File: src/rtl/branch_target_predictor.sv
// Fetch-side next-PC predictor: direct-mapped BTB with a 2-bit saturating
// direction counter per entry, trained from branch resolution.
module branch_target_predictor #(
   parameter int         ENTRIES  = 16,
   parameter logic [1:0] CNT_INIT = 2'b10
) (
   input  logic        clk,
   input  logic        resetn,
   input  logic [31:0] fetch_pc,
   output logic [31:0] pred_pc,
   output logic        pred_hit,
   input  logic        upd_valid,
   input  logic [31:0] upd_pc,
   input  logic        upd_is_branch,
   input  logic        upd_taken,
   input  logic [31:0] upd_target,
   input  logic        upd_mispred,
   output logic [31:0] mispred_cnt,
   output logic [31:0] branch_cnt
);
   localparam int IDX = $clog2(ENTRIES);
   localparam int TW  = 30 - IDX;

   logic [ENTRIES-1:0] valid_reg;
   logic [TW-1:0]      tag_reg    [ENTRIES];
   logic [31:0]        target_reg [ENTRIES];
   logic [1:0]         cnt_reg    [ENTRIES];
   logic [31:0]        mispred_cnt_reg;
   logic [31:0]        branch_cnt_reg;

   logic [IDX-1:0] fetch_idx;
   logic [TW-1:0]  fetch_tag;
   logic [IDX-1:0] upd_idx;
   logic [TW-1:0]  upd_tag;
   logic           upd_hit;

   logic           valid_next;
   logic [TW-1:0]  tag_next;
   logic [31:0]    target_next;
   logic [1:0]     cnt_next;

   assign fetch_idx = fetch_pc[IDX+1:2];
   assign fetch_tag = fetch_pc[31:IDX+2];
   assign upd_idx   = upd_pc[IDX+1:2];
   assign upd_tag   = upd_pc[31:IDX+2];

   // Lookup reads current table state only; same-cycle updates are not bypassed.
   assign pred_hit = valid_reg[fetch_idx] && (tag_reg[fetch_idx] == fetch_tag);
   assign pred_pc  = (pred_hit && cnt_reg[fetch_idx][1]) ? target_reg[fetch_idx]
                                                         : fetch_pc + 32'd4;
   assign upd_hit  = valid_reg[upd_idx] && (tag_reg[upd_idx] == upd_tag);

   assign mispred_cnt = mispred_cnt_reg;
   assign branch_cnt  = branch_cnt_reg;

   always_comb begin
      valid_next  = valid_reg[upd_idx];
      tag_next    = tag_reg[upd_idx];
      target_next = target_reg[upd_idx];
      cnt_next    = cnt_reg[upd_idx];
      if (upd_is_branch) begin
         if (upd_hit) begin
            if (upd_taken) begin
               target_next = upd_target;
               if (cnt_reg[upd_idx] != 2'b11) cnt_next = cnt_reg[upd_idx] + 2'd1;
            end else if (cnt_reg[upd_idx] != 2'b00) begin
               cnt_next = cnt_reg[upd_idx] - 2'd1;
            end
         end else if (upd_taken) begin
            valid_next  = 1'b1;
            tag_next    = upd_tag;
            target_next = upd_target;
            cnt_next    = CNT_INIT;
         end
      end else if (upd_hit) begin
         // A non-branch matching an entry means the entry aliased; drop it.
         valid_next = 1'b0;
      end
   end

   always_ff @(posedge clk or negedge resetn) begin
      if (!resetn) begin
         valid_reg <= '0;
         for (int i = 0; i < ENTRIES; i++) begin
            tag_reg[i]    <= '0;
            target_reg[i] <= '0;
            cnt_reg[i]    <= 2'b01;
         end
         mispred_cnt_reg <= '0;
         branch_cnt_reg  <= '0;
      end else if (upd_valid) begin
         valid_reg[upd_idx]  <= valid_next;
         tag_reg[upd_idx]    <= tag_next;
         target_reg[upd_idx] <= target_next;
         cnt_reg[upd_idx]    <= cnt_next;
         mispred_cnt_reg     <= mispred_cnt_reg + {31'd0, upd_mispred};
         branch_cnt_reg      <= branch_cnt_reg + {31'd0, upd_is_branch};
      end
   end
endmodule

File: config.mk
export PLATFORM = sky130hd
export DESIGN_NAME = branch_target_predictor
export DESIGN_NICKNAME = d
export VERILOG_FILES = /design/src/rtl/branch_target_predictor.sv
export SDC_FILE = /design/constraint.sdc
export NUM_CORES = 2
export LEC_CHECK = 0
export CORE_AREA = 4 4 355 357
export CTS_CLUSTER_DIAMETER = 60
export CTS_CLUSTER_SIZE = 30
export DETAILED_ROUTE_END_ITERATION = 10
export DIE_AREA = 0 0 359 361
export DONT_BUFFER_PORTS = 1
export PLACE_DENSITY = 0.59
export SLEW_MARGIN = 20
export SYNTH_ARGS = -nofsm -noshare
export SYNTH_HDL_FRONTEND = slang
export SYNTH_SLANG_ARGS = --single-unit
File: constraint.sdc
create_clock -name clk -period 8.7 [get_ports clk]
set_input_delay 1.74 -clock clk [delete_from_list [all_inputs] [get_ports clk]]
set_output_delay 1.74 -clock clk [all_outputs]
set_load 0.005 [all_outputs]
Yosys cells after proc, flatten, opt, wreduce, memory -nomap -nowiden

Cells that the tools add are included.

Bits in registers: 1040

$add $sub $neg: 5
Magnitude comparators: 6
Eq/ne operators: 3
Muxes and demuxes: 50
Bitwise logic cells: 2
Reduce and logical (&&, ||, !) cells: 6

Operators with widths:

| kind                                                | count |
|---|---|
| bitwise mux 512 bit                                 | 1 |
| bitwise mux 416 bit                                 | 1 |
| binary-select mux 32 bit (select 4 bit)             | 2 |
| 2-to-1 mux 32 bit                                   | 8 |
| binary-select mux 26 bit (select 4 bit)             | 2 |
| 2-to-1 mux 26 bit                                   | 8 |
| demux 32 bit (select 4 bit)                         | 1 |
| demux 26 bit (select 4 bit)                         | 1 |
| adder 32 x 1 -> 32 bit                              | 2 |
| == test 26 bit                                      | 2 |
| adder 32 x 3 -> 32 bit (second input constant)      | 1 |
| bitwise mux 32 bit                                  | 1 |
| 2-to-1 mux 2 bit                                    | 11 |
| binary-select mux 2 bit (select 4 bit)              | 2 |
| bitwise mux 16 bit                                  | 1 |
| >= comparator 5 bit (second input constant)         | 2 |
| < comparator 4 x 5 -> 1 bit (second input constant) | 2 |
| NOT 4 -> 5 bit                                      | 2 |
| binary-select mux 1 bit (select 4 bit)              | 2 |
| demux 2 bit (select 4 bit)                          | 1 |
| 2-to-1 mux 1 bit                                    | 7 |
| logical AND 1 bit                                   | 5 |
| < comparator 5 x 1 -> 1 bit (second input constant) | 1 |
| demux 1 bit (select 4 bit)                          | 1 |
| 5 further kinds                                     | 5 |

Depth between registers and ports, before layout

Word-level depth: 10
Depth in mapped cells: 17

Worst setup path after synthesis

Ideal clock, no wire load.

Path type: input to output
Start point: in fetch_pc[2]
End point: out pred_pc[10]
Data arrival time: 5.079 ns
Path slack: 1.881 ns
Stages: 12
Buffers on the path: 5
Cells stage by stage: clkbuf_1 > buf_2 > buf_1 > mux4_2 > mux4_2 > xnor2_1 > nand2_1 > nor3_1 > nand4_1 > clkbuf_1 > buf_1 > a21oi_1

Cells in the longest elaborated chain, start to end: 8
Elaborated cells on any way between the ends: 17
Those cells by class: 1 x add/sub; 1 x eq/ne; 12 x mux; 1 x bitwise; 2 x reduce/logical

Ends and longest elaborated chain:

| element                                              | RTL line | source |
|---|---|---|
| start, declared                                      | 9        | `input logic [31:0] fetch_pc,` |
| NOT 4 -> 5 bit (not written as such)                 | 48, 49   |  |
| binary-select mux 26 bit (select 4 bit)              | 48       | `assign pred_hit = valid_reg[fetch_idx] && (tag_reg[fetch_idx] == fetch_tag);` |
| 2-to-1 mux 26 bit (not written as such) (2 in a row) | 48       |  |
| == test 26 bit                                       | 48       |  |
| logical AND 1 bit                                    | 48       |  |
| logical AND 1 bit                                    | 49       | `assign pred_pc = (pred_hit && cnt_reg[fetch_idx][1]) ? target_reg[fetch_idx]` |
| 2-to-1 mux 32 bit *                                  | 49       |  |
| end, declared                                        | 10       | `output logic [31:0] pred_pc,` |

Mark *: on every way between the ends. The rest lies on a longest branch, timed or not. The select of a mux whose other input is x is not followed.

Worst setup path after layout

Start point: in fetch_pc[2]
End point: out pred_hit

Cells in the longest elaborated chain, start to end: 6
Elaborated cells on any way between the ends: 8
Those cells by class: 1 x eq/ne; 5 x mux; 1 x bitwise; 1 x reduce/logical

Ends and longest elaborated chain:

| element                                              | RTL line | source |
|---|---|---|
| NOT 4 -> 5 bit (not written as such)                 | 48       |  |
| binary-select mux 26 bit (select 4 bit)              | 48       |  |
| 2-to-1 mux 26 bit (not written as such) (2 in a row) | 48       |  |
| == test 26 bit                                       | 48       |  |
| logical AND 1 bit *                                  | 48       |  |
| end, declared                                        | 11       | `output logic pred_hit,` |

Marked as above.

==> results.md <==
Logic synthesis:
- The share of the Yosys chip area taken by registers is 47.4%.
- The number of flip-flops and latches in the synthesized netlist is 1040.
- Summing the areas of all compound-gate instances in the mapped netlist gives 11.0% of the synthesized area.
- After synthesis, the largest family of logic cells by area is multiplexers.
- For this run, asynchronously set or reset flops after synthesis account for 100%.
- During synthesis, Yosys emitted a total of 0 warnings.
- Synthesis handed over a netlist of 4686 instances.
- The most common flop cell mapped by yosys is sky130_fd_sc_hd__dfrtp_1.
- Of the total synthesized cell area, the portion taken by AND, OR, NAND and NOR gates is 9.33%.
- In this run the biggest area consumer among cell types represents 46.7% of the synthesized area.
- The mux contribution to synthesized area is 26.3%.
- The number of different library cells in the post-synthesis netlist is 61.
- The synthesized netlist occupies a cell area of 54900 um2.
- The synthesized-area fraction occupied by adder cells is 0.132%.
- The dominant cell type by area after synthesis is sky130_fd_sc_hd__dfrtp_1.
- The count of flip-flops with a built-in enable after synthesis is 0.
- The net count after synthesis is 4793.
- Yosys attributes the largest share of cell area to sky130_fd_sc_hd__dfrtp_1 47%, sky130_fd_sc_hd__mux4_2 22%, sky130_fd_sc_hd__nand2_1 7.0%, sky130_fd_sc_hd__o21ai_0 6.8%, sky130_fd_sc_hd__clkbuf_1 2.1%.
- After Yosys synthesis, XOR and XNOR cells account for 2.25% of the synthesized area.
- The mean instance size in the synthesized netlist is 11.7 um2.

Routing:
- After detailed routing, the number of vias per cell comes to 6.04.
- In the final routed layout, each cell accounts on average for 26.4 um.
- The final layout contains routed wiring with a total length of 161 mm.
- Before antenna repair, the detailed router went through 7 iterations.
- The number of violations reported at the end of detailed-routing iteration 0 is 3286.
- The final route contains 36800 vias.
- In this run the remaining antenna-violating nets after routing total 0.
- The count of unresolved DRC violations after routing is 0.

Place:
- The placed wire-length estimate after detailed placement is 87.6 mm.
- The number of buffer cells added on primary ports is 0.
- The final RePlAce weighted congestion is 0.824.
- The total cell area at the placement stage is 55300 um2.

Setup path:
- The worst setup path is launched from an input port.
- For this run, the slowest stage of the critical path takes 0.78 ns.
- By startpoint and endpoint, the worst setup path is classified as in2out.
- The cell family contributing the most delay on the critical path is simple AND/OR/NAND/NOR gates.
- Traced cell by cell, the critical path runs through mux4_2 -> mux4_2 -> xnor2_1 -> nand4_1 -> or4_1 -> nor4_1.
- The dominant cell type by count on the critical path is sky130_fd_sc_hd__mux4_2.
- The worst setup path is captured at an output pin.
- The data arrival time at the worst-slack endpoint is 4.78 ns.
- Along the worst path, the maximum fanout reaches 243.
- For the worst setup path, the data required time is 6.96 ns.
- The critical path starts at fetch_pc[2].
- The reg-to-reg critical path startpoint is tag_reg[276]$_DFFE_PN0P_.
- The critical path contains buffers and inverters numbering 0 combined.
- The cell with the biggest individual delay on the critical path is sky130_fd_sc_hd__nor4_1.

Floorplanning:
- The starting utilization of the core area is 44.6%.
- The chip height is 361 um.
- The number of placement rows is 129.
- The die extent in x is 359 um.
- The standard cell core area is 123000 um2.
- The die footprint is 130000 um2.
- 199 I/O pins were placed.

Min path:
- The hold path startpoint is cnt_reg[24]$_DFFE_PN1P_.
- The kind of path behind the tightest hold check is reg2reg.

STA:
- Hold timing on the final database bottoms out at a slack of 0.483 ns.
- The total count of hold-check failures in the final report is 0.
- Dividing the final minimum period by the clock period gives 75.0%.
- After routing, the total negative slack on setup checks comes to 0 ns.
- Based on the critical path, the design can be clocked at up to 153 MHz.
- The setup-violating endpoint count in the final report is 0.
- Setup repair after global routing left no endpoint under its margin.
- Headroom to the max-slew limit came out at -1.56%.
- The final number of max-transition violations is 37.
- The final period demand of the worst path is 6.52 ns.
- For the pin with the worst max-slew slack, the measured transition is 1.52 ns.
- The worst clock skew is 0.0495 ns.

Run:
- Max-cap violations in this run came to 0.

Clock tree:
- After clock tree synthesis, the clock-pin slew on the worst setup and hold paths is 0.08 ns.
- CTS built an H-tree with a depth of 3.
- The clock passes through at most 3 buffers.
- Clock latency on the worst-skew pair, taken at its later pin, is 0.71 ns.
- The count of hold-fix buffers inserted at cts is 0.
- The number of resized instances in the post-cts repair step is 0.
- The clock sink count is 1040.
- The clock tree from TritonCTS is yes.
- The count of buffers added by post-CTS timing repair for setup is 0.
- TritonCTS created 87 clock buffers.
- The cell at the root of the clock tree is sky130_fd_sc_hd__clkbuf_16.

Power:
- IR analysis of the VDD net gives a maximum drop of 0.000155 V.
- The total net switching power is 4.35 mW.
- For this design the ratio of total power to cell area is 239 nW/um2.
- The proportion of power drawn by the clock network is 31.3%.
- The post-route total power is 14.1 mW.
- The internal power summed over all cells is 9.71 mW.
- Combinational logic burns 21.6% of the power.
- In this run the static leakage power is 24.7 nW.
- Registers are responsible for 47.1% of the overall power.
- Net switching is 31.0% of the power.

Global routing:
- The first global-routing pass estimated 245 mm of wire.
- For this run the aggregate overflow at the end of global routing stands at 0.
- The number of antenna violations at the first check in global routing is 3.
- The via count of the first global-routing pass is 36700.
- In the global route stage, overall resource usage came out at 24.9%.
- The pin count of the biggest net entering global routing is 1041.

Layout:
- The flip-flop and latch area is 26000 um2.
- The most common library cell in the layout ignoring fill and taps is sky130_fd_sc_hd__dfrtp_1.
- The count of fill cells added during filler insertion is 11000.
- The net count of the finished layout is 4490.
- The flip-flop count of the largest register, all copies and words added is 512.
- After routing the design area is 58900 um2.
- The proportion of layout cells with a drive suffix above 1 is 22.4%.
- The synthesis-to-finish area growth is 7.23%.
- The top cell types in the final layout, fill and taps aside, are 1024 x sky130_fd_sc_hd__dfrtp_1, 1008 x sky130_fd_sc_hd__nand2_1, 742 x sky130_fd_sc_hd__o21ai_0, 538 x sky130_fd_sc_hd__mux4_2, 116 x sky130_fd_sc_hd__o21ai_2.
- In the final layout, the multi-input gates occupy 27200 um2.
- The end-of-flow core utilization is 47.9%.
- The total inserted antenna cells is 0.

Outcome:
- The run finished, with violations left.
- The final reports fail on max-slew violations.
## synthesized netlist by cell type (all sizes together) (48+ instances only)
cell / number
mux4: 539
nand3: 48
xnor2: 91
mux2: 59
clkbuf: 313
xor2: 50
nand2: 1025
mux2i: 137
buf: 112
o21ai: 952
dfrtp: 1024
nor2: 76
## metal layers
layer  vias to the layer above  wire (um)  global-route usage [%]
met5                         -         23                       0
met4                         4       3950                    6.48
met2                      1057      75200                    39.5
met1                     19000      69300                    34.8
met3                       220      12500                    5.77
li1                      16500          -                       -
## power by group through the flow
stage | registers [mW] | logic [mW] | clock network (mW)
floorplan | 6.45 | 2.53 | 0
global route | 6.76 | 3.36 | 4.69
finish | 6.63 | 3.03 | 4.40
CTS | 6.61 | 2.92 | 4.49
detailed placement | 6.70 | 2.92 | 0
global placement | 6.64 | 2.84 | 0
## metrics by stage
stage | std cells | worst slack [ns]
final | 6095 | 2.18
after global routing | 6095 | 2.11
after CTS | 6089 | 2.35
after detailed placement | 5925 | 2.25
after global placement | 5925 | 2.30
after floorplan | 4686 | 1.88
## final cells by class
class / instances / area share (%)
well taps: 1637 / 3.48
clock inverters: 67 / 1.57
clock buffers: 97 / 3.90
inverters: 8 / 0.0510
repair buffers: 33 / 0.625
multi-input cells: 3213 / 46.1
flip-flops and latches: 1040 / 44.2
## path summary, 6_finish.rpt
path | cells past startpoint | slack (ns) | endpoint
max | 6 | 2.18 | pred_hit
min | 2 | 0.48 | cnt_reg[24]$_DFFE_PN1P_
max reg2reg | 9 | 4.24 | tag_reg[51]$_DFFE_PN0P_
min reg2reg | 2 | 0.48 | cnt_reg[24]$_DFFE_PN1P_
max in group asynchronous | 3 | 5.42 | cnt_reg[9]$_DFFE_PN0P_
min in group asynchronous | 0 | 0.73 | mispred_cnt[0]$_DFFE_PN0P_
## logic make-up after synthesis
logic type / count (synthesis)
simple gates: 1259
compound gates: 1072
flops: 1040
mux: 735
buf+inv: 433
xor+xnor: 141
fa+ha+maj: 6
## worst min-delay path, stage by stage, from the launching register on
cell and delay [ns]:
sky130_fd_sc_hd__dfstp_2 0.37, sky130_fd_sc_hd__nand2_1 0.04, sky130_fd_sc_hd__o21ai_0 0.07
Note: power is estimated with default switching activity, not from simulation.
